File: config.mk
export PLATFORM = sky130hd
export DESIGN_NAME = fifo_wr_ctrl
export DESIGN_NICKNAME = d
export VERILOG_FILES = /design/src/rtl/fifo_pkg.sv /design/src/rtl/sync_2ff.sv /design/src/rtl/fifo_wr_ctrl.sv
export SDC_FILE = /design/constraint.sdc
export NUM_CORES = 1
export LEC_CHECK = 0
export CAP_MARGIN = 20
export CORE_AREA = 2 2 39 41
export CTS_CLUSTER_DIAMETER = 50
export CTS_CLUSTER_SIZE = 28
export DETAILED_ROUTE_END_ITERATION = 10
export DIE_AREA = 0 0 41 43
export PLACE_DENSITY = 0.66
export SLEW_MARGIN = 20
export SYNTH_ARGS = -nofsm -noshare
export SYNTH_HDL_FRONTEND = slang
export SYNTH_SLANG_ARGS = --single-unit
export TNS_END_PERCENT = 10
File: constraint.sdc
create_clock -name clk_en -period 2.2 [get_ports clk_en]
set_input_delay 0.44 -clock clk_en [delete_from_list [all_inputs] [get_ports clk_en]]
set_output_delay 0.44 -clock clk_en [all_outputs]
set_load 0.01 [all_outputs]
File: src/rtl/fifo_pkg.sv
// Geometry constants shared by the write-side control, read-side control
// and the gray encoder of the dual-clock FIFO.
package fifo_pkg;
    localparam int FIFO_ADDR_W = 2;
    localparam int FIFO_PW     = FIFO_ADDR_W + 1;
    localparam int FIFO_DEPTH  = 1 << FIFO_ADDR_W;
endpackage

File: src/rtl/sync_2ff.sv
// Two-flop synchroniser for a gray-coded pointer crossing into the local clock.
module sync_2ff #(
    parameter int W = 3
) (
    input  logic         i_clk,
    input  logic         i_rst_n,
    input  logic [W-1:0] i_d,
    output logic [W-1:0] o_q
);
    logic [W-1:0] r_q1;
    logic [W-1:0] r_q2;

    always_ff @(posedge i_clk or negedge i_rst_n) begin
        if (!i_rst_n) begin
            r_q1 <= '0;
            r_q2 <= '0;
        end else begin
            r_q1 <= i_d;
            r_q2 <= r_q1;
        end
    end

    assign o_q = r_q2;
endmodule

File: src/rtl/fifo_wr_ctrl.sv
// Write-side FIFO control: binary write pointer, read-pointer synchronisation,
// full / almost-full / level derivation and a sticky overflow flag.
module fifo_wr_ctrl
    import fifo_pkg::*;
#(
    parameter int ADDR_W   = FIFO_ADDR_W,
    parameter int AF_LEVEL = 3
) (
    input  logic              clk_en,
    input  logic              rst_n,
    input  logic              wr_en,
    input  logic [ADDR_W:0]   rd_ptr_gray,
    output logic [ADDR_W:0]   wr_ptr_bin,
    output logic [ADDR_W-1:0] wr_addr,
    output logic              wr_mem_en,
    output logic              full,
    output logic              almost_full,
    output logic [ADDR_W:0]   level,
    output logic              overflow
);
    localparam int PW = ADDR_W + 1;
    localparam logic [PW-1:0] AF_THR = PW'(AF_LEVEL);

    logic [PW-1:0] r_wr_ptr;
    logic          r_overflow;
    logic [PW-1:0] w_rq2;
    logic [PW-1:0] w_rd_bin;
    logic [PW-1:0] w_level;
    logic          w_full;
    logic          w_accept;

    function automatic logic [PW-1:0] gray2bin(input logic [PW-1:0] g);
        logic [PW-1:0] b;
        b[PW-1] = g[PW-1];
        for (int i = PW - 2; i >= 0; i--) begin
            b[i] = b[i+1] ^ g[i];
        end
        return b;
    endfunction

    sync_2ff #(.W(PW)) u_rd_sync (
        .i_clk   (clk_en),
        .i_rst_n (rst_n),
        .i_d     (rd_ptr_gray),
        .o_q     (w_rq2)
    );

    // The synchronised read pointer is only ever stale, so level and full
    // err on the side of reporting more occupancy than is real.
    assign w_rd_bin = gray2bin(w_rq2);
    assign w_level  = r_wr_ptr - w_rd_bin;
    assign w_full   = (r_wr_ptr[PW-1] != w_rd_bin[PW-1]) &&
                      (r_wr_ptr[PW-2:0] == w_rd_bin[PW-2:0]);
    assign w_accept = wr_en & ~w_full;

    always_ff @(posedge clk_en or negedge rst_n) begin
        if (!rst_n) begin
            r_wr_ptr   <= '0;
            r_overflow <= 1'b0;
        end else begin
            if (w_accept) begin
                r_wr_ptr <= r_wr_ptr + 1'b1;
            end
            if (wr_en && w_full) begin
                r_overflow <= 1'b1;
            end
        end
    end

    assign wr_ptr_bin  = r_wr_ptr;
    assign wr_addr     = r_wr_ptr[PW-2:0];
    assign wr_mem_en   = w_accept;
    assign full        = w_full;
    assign almost_full = (w_level >= AF_THR);
    assign level       = w_level;
    assign overflow    = r_overflow;
endmodule

### Word level (Yosys, flattened, before mapping)

Index checks and enable logic that the tools add are counted.

| word-level totals | value |
|---|---|
| register bits after elaboration | 10 |
| bits of input ports | 6 |
| word-level logic and storage cells | 15 |

| cells by class | value |
|---|---|
| add/subtract/negate cells | 2 |
| order comparisons | 1 |
| equality and inequality tests | 2 |
| bitwise gates (word level) | 4 |
| reductions and logical operators | 2 |

Operators by type and width:

| operator | number |
|---|---|
| 3-bit by 1-bit adder with 3-bit output, second input constant | 1 |
| 3-bit by 2-bit >= comparator with 1-bit output, second input constant | 1 |
| 3-bit subtractor | 1 |
| 2-bit == test | 1 |
| 1-bit logical AND | 2 |
| 1-bit bitwise XOR | 2 |
| 1-bit AND | 1 |
| 1-bit != test | 1 |
| 1-bit NOT | 1 |

### Depth between registers and ports, before layout

| depth | value |
|---|---|
| word-level depth | 6 |
| depth in mapped cells | 6 |
| mapped depth without buffers | 6 |

### Cells and area by module

Synthesis repeated with hierarchy kept, for this count alone.

| unflattened totals | value |
|---|---|
| cell total of the unflattened synthesis | 37 |
| area, all modules | 462.9 µm² |

Modules (own cells, without submodules):

| module | times used | cells an instance | area an instance (µm²) |
|---|---|---|---|
| fifo_wr_ctrl | 1 | 31 | 312.8 |
| sync_2ff | 1 | 6 | 150.1 |

### Worst setup path before layout

No wires, ideal clock.

| timing | value |
|---|---|
| path kind | register to output |
| from | reg u_rd_sync.r_q2[2], in the netlist u_rd_sync.o_q[2] |
| to | out almost_full |
| arrival time | 1.790 ns |
| slack | -0.030 ns |
| stages on the path, launching flop included | 7 |
| cells stage by stage | dfrtp_1 > xnor2_1 > xnor2_1 > ha_1 > fa_1 > xnor2_1 > a21o_1 |

| between the ends | value |
|---|---|
| cells in the longest elaborated chain, start to end | 4 |

RTL lines:

| what | line | source |
|---|---|---|
| from (decl) | sync_2ff.sv:11 | `logic [W-1:0] r_q2;` |
| from (signal assigned) | sync_2ff.sv:19 | `r_q2 <= r_q1;` |
| 1-bit bitwise XOR (2 in series) | fifo_wr_ctrl.sv:36 | `b[i] = b[i+1] ^ g[i];` |
| 3-bit subtractor (*) | fifo_wr_ctrl.sv:51 | `assign w_level = r_wr_ptr - w_rd_bin;` |
| via level[2] | fifo_wr_ctrl.sv:18 | `output logic [ADDR_W:0] level,` |
| 3-bit by 2-bit >= comparator with 1-bit output (*) | fifo_wr_ctrl.sv:74 | `assign almost_full = (w_level >= AF_THR);` |
| to (decl) | fifo_wr_ctrl.sv:17 | `output logic almost_full,` |

The timed path passes the listed nets; every way through them passes the cells marked *.

### Worst setup path after layout

| timing | value |
|---|---|
| from | reg u_rd_sync.r_q2[2], in the netlist u_rd_sync.o_q[2] |
| to | out almost_full |

| between the ends | value |
|---|---|
| cells in the longest elaborated chain, start to end | 4 |

RTL lines:

| what | line |
|---|---|
| 1-bit bitwise XOR (2 in series) | fifo_wr_ctrl.sv:36 |
| 3-bit subtractor (*) | fifo_wr_ctrl.sv:51 |
| 3-bit by 2-bit >= comparator with 1-bit output (*) | fifo_wr_ctrl.sv:74 |

Mark *: on every way between the ends. The rest lies on a longest branch, timed or not.

==> impl_results.md <==
* Die area at 0.00176 mm2
* Die Span X at 41 um
* Peak VDD IR at 0.586 mV
* Initial Util at 33.5%
* Violated checks: setup timing
* Fill cell count at 134
* # H-tree levels at 1
* Vias per std cell at 4.16
* Final Max Slew Viols at 0
* Routed len/inst at 9.03 um
* Max FO, Critical Path at 2
* DRT iter0 DRCs at 4
* Register area at 250 um2
* Crit path launch type: register
* Setup violators final at 4
* Ys async rst share at 100%
* Final period util at 110%
* Buf+Inv Stages, Crit Path at 2
* Post-route minimum period at 2.41 ns
* CP Launch Point: u_rd_sync.o_q[2]
* Synth cell count leaders: dfrtp_1, inv_1, xnor2_1
* Vias at 329
* Multi-input logic area at 198 um2
* Top-count cell post-synth: dfrtp_1
* Clk_lat worst skew at 0.26 ns
* Max Clk Rate at 414 MHz
* Chip Height at 43 um
* Seq/Total Area, Yosys at 54.1%
* Crit. End Element: output pin
* Syn Area/Cell at 12.5 um2
* CP Cell Sequence: xnor2_2 > xnor2_1 > ha_2 > fa_2 > inv_2 > a21o_1 > buf_2
* CORE AREA at 0.00138 mm2
* CP max-delay cell: fa_2
* PwrDens at 1430 mW/mm2
* Port bufs at 17
* First-pass DRT Iterations at 3
* CTS tree: built
* GR Util All Layers at 11.4%
* Max-cap violation count at 0
* Synth unique cells at 13
* Final setup TNS at -0.469 ns
* GP Congestion at 0.607
* I/O pin total at 18
* Top Family by Delay on Critical Path: adder cells
* Initial antenna violation count at 0
* Yosys warning count at 0
* Routed wire length at 713 um
* Final ANT Viol Nets at 0
* Ant diodes at 0
* Worst path arrival time at 1.97 ns
* Largest net degree at the start of global routing at 11
* Top post-synthesis cells by area: dfrtp_1, ha_1, xnor2_1
* Slew HR at 71.5%
* Synth Cell Area at 463 um2
* Minimum hold slack at 0.351 ns
* Detailed Place HPWL at 613 um
* Clock Pin Slew Worst Setup and Hold Paths at 0.06 ns
* CTS buffer count at 3
* Req. time, crit path at 1.76 ns
* Worst Skew at 0.000477 ns
* Post-CTS Hold Buffers at 0
* Hold Vio Cnt, Final at 0
* Clock Path Buffers at 2
* R2R Path Start: u_rd_sync.o_q[2]
* CTS root buf: clkbuf_4
* Nets@finish at 74
* Worst Hold Launch: u_rd_sync.r_q1[2]
* Post-synth EDFFs at 0
* Clk sink count at 10
* Global route total overflow at 0
* RSZ-0062 raised after global routing: true
* Vias in the first global route at 344
* First-pass GRT wire length at 1.33 mm
* Top FF cell, synth: dfrtp_1
* Reg2Reg Setup Slack at 0.39 ns
* Most area-hungry cell type in the Yosys netlist: dfrtp_1
* Post-synthesis register bit count at 10
* Area growth syn-to-layout at 57.8%
* Mapped Nets at 47
* Hold Crit Class: reg2reg
* Worst-margin pin slew at 0.426 ns
* Synth Instances at 37
* Fraction of layout cells with a size suffix above 1 at 34.9%
* Critical path class: reg2out
* Status: finished, violations left
* Share of the synthesized area in the top cell type at 54.1%
* Leakage power at 0.358 nW
* Drt drc at 0
* Slowest stage delay, CP at 0.52 ns
* Final worst slack at -0.214 ns
* Num rows at 14
cell families (layout without fill, tap and decap cells):
group / count (synthesis) / in the layout / synth area share, %
flip-flops: 10 / 10 / 54.1
buffers and inverters: 8 / 34 / 8.11
AO/OA/AOI/OAI: 4 / 4 / 6.21
multiplexers: 2 / 2 / 4.86
adder cells (fa/ha/maj): 4 / 4 / 12.4
XOR/XNOR: 5 / 5 / 11.1
AND/OR/NAND/NOR: 4 / 4 / 3.24
routing by layer:
| layer | global-route usage, % | up-vias | part of all wire, % |
|---|---|---|---|
| met5 | 0 | - | 0 |
| met4 | 8.00 | 0 | 2.7 |
| met3 | 1.57 | 2 | 9.0 |
| met2 | 18.8 | 16 | 52 |
| met1 | 12.5 | 146 | 36 |
| li1 | - | 165 | - |
final timing paths:
check                                    to  depth (start not counted)
min in group asynchronous  u_rd_sync.o_q[1]                          1
max in group asynchronous     wr_ptr_bin[2]                          1
hold / removal             u_rd_sync.o_q[2]                          0
setup reg to reg              wr_ptr_bin[1]                          7
setup / recovery                almost_full                          7
hold reg to reg            u_rd_sync.o_q[2]                          0
metrics by stage:
stage	cell area [um2]	worst slack (ns)	power [mW]	cells	utilization, %
after floorplan	470	0.0182	0.599	37	-
after global placement	691	-0.330	0.942	74	49.9
after detailed placement	691	-0.354	0.951	74	49.9
after CTS	728	-0.217	1.07	78	52.6
after global routing	731	-0.295	1.15	79	52.8
final	731	-0.214	1.04	79	52.8
cell usage in the layout, fill, tap and decap left out:
| cell | instances |
|---|---|
| xnor2_2 | 3 |
| clkdlybuf4s50_1 | 11 |
| fa_2 | 1 |
| inv_2 | 1 |
| clkbuf_4 | 3 |
| a21o_1 | 2 |
| inv_1 | 5 |
| mux2_1 | 2 |
| clkbuf_8 | 1 |
| buf_4 | 7 |
| buf_2 | 2 |
| dlygate4sd2_1 | 3 |
| nand2_2 | 1 |
| o21ai_2 | 1 |
| ha_2 | 1 |
| clkbuf_2 | 1 |
| o21ai_1 | 1 |
| nand2_1 | 2 |
| xnor2_1 | 2 |
| ha_1 | 2 |
| dfrtp_1 | 10 |
| nor2_1 | 1 |
final cells by class:
class	count	share of cell area (%)
clock buffers	4	4.97
inverters	6	3.08
multi-input cells	19	27.1
flip-flops and latches	10	34.2
well taps	16	2.74
repair buffers	24	27.9
state kept, by name, indices dropped and copies added, names as in the netlist:
register,count
wr_ptr_bin,3
overflow,1
u_rd_sync.o_q,3
u_rd_sync.r_q1,3
report_power, final:
group / switching (mW) / total [mW] / internal (mW)
combinational: 0.281 / 0.630 / 0.350
clock: 0.0576 / 0.158 / 0.100
sequential: 0.0275 / 0.255 / 0.228
total: 0.366 / 1.04 / 0.678
worst register-to-register path: stages (launching register included):
cell and delay (ns):
dfrtp_1 0.41, xnor2_2 0.16, xnor2_1 0.13, ha_2 0.34, nand2_2 0.07, o21ai_2 0.14
buf_4 0.14, mux2_1 0.32
repair_timing:
action,4_1_cts,5_1_grt
pin swaps,2,0
hold endpoints to repair,0,0
gates resized for setup,18,1
setup endpoints to repair,6,5
setup buffers,0,1
Power figures use the tool's default switching activity.
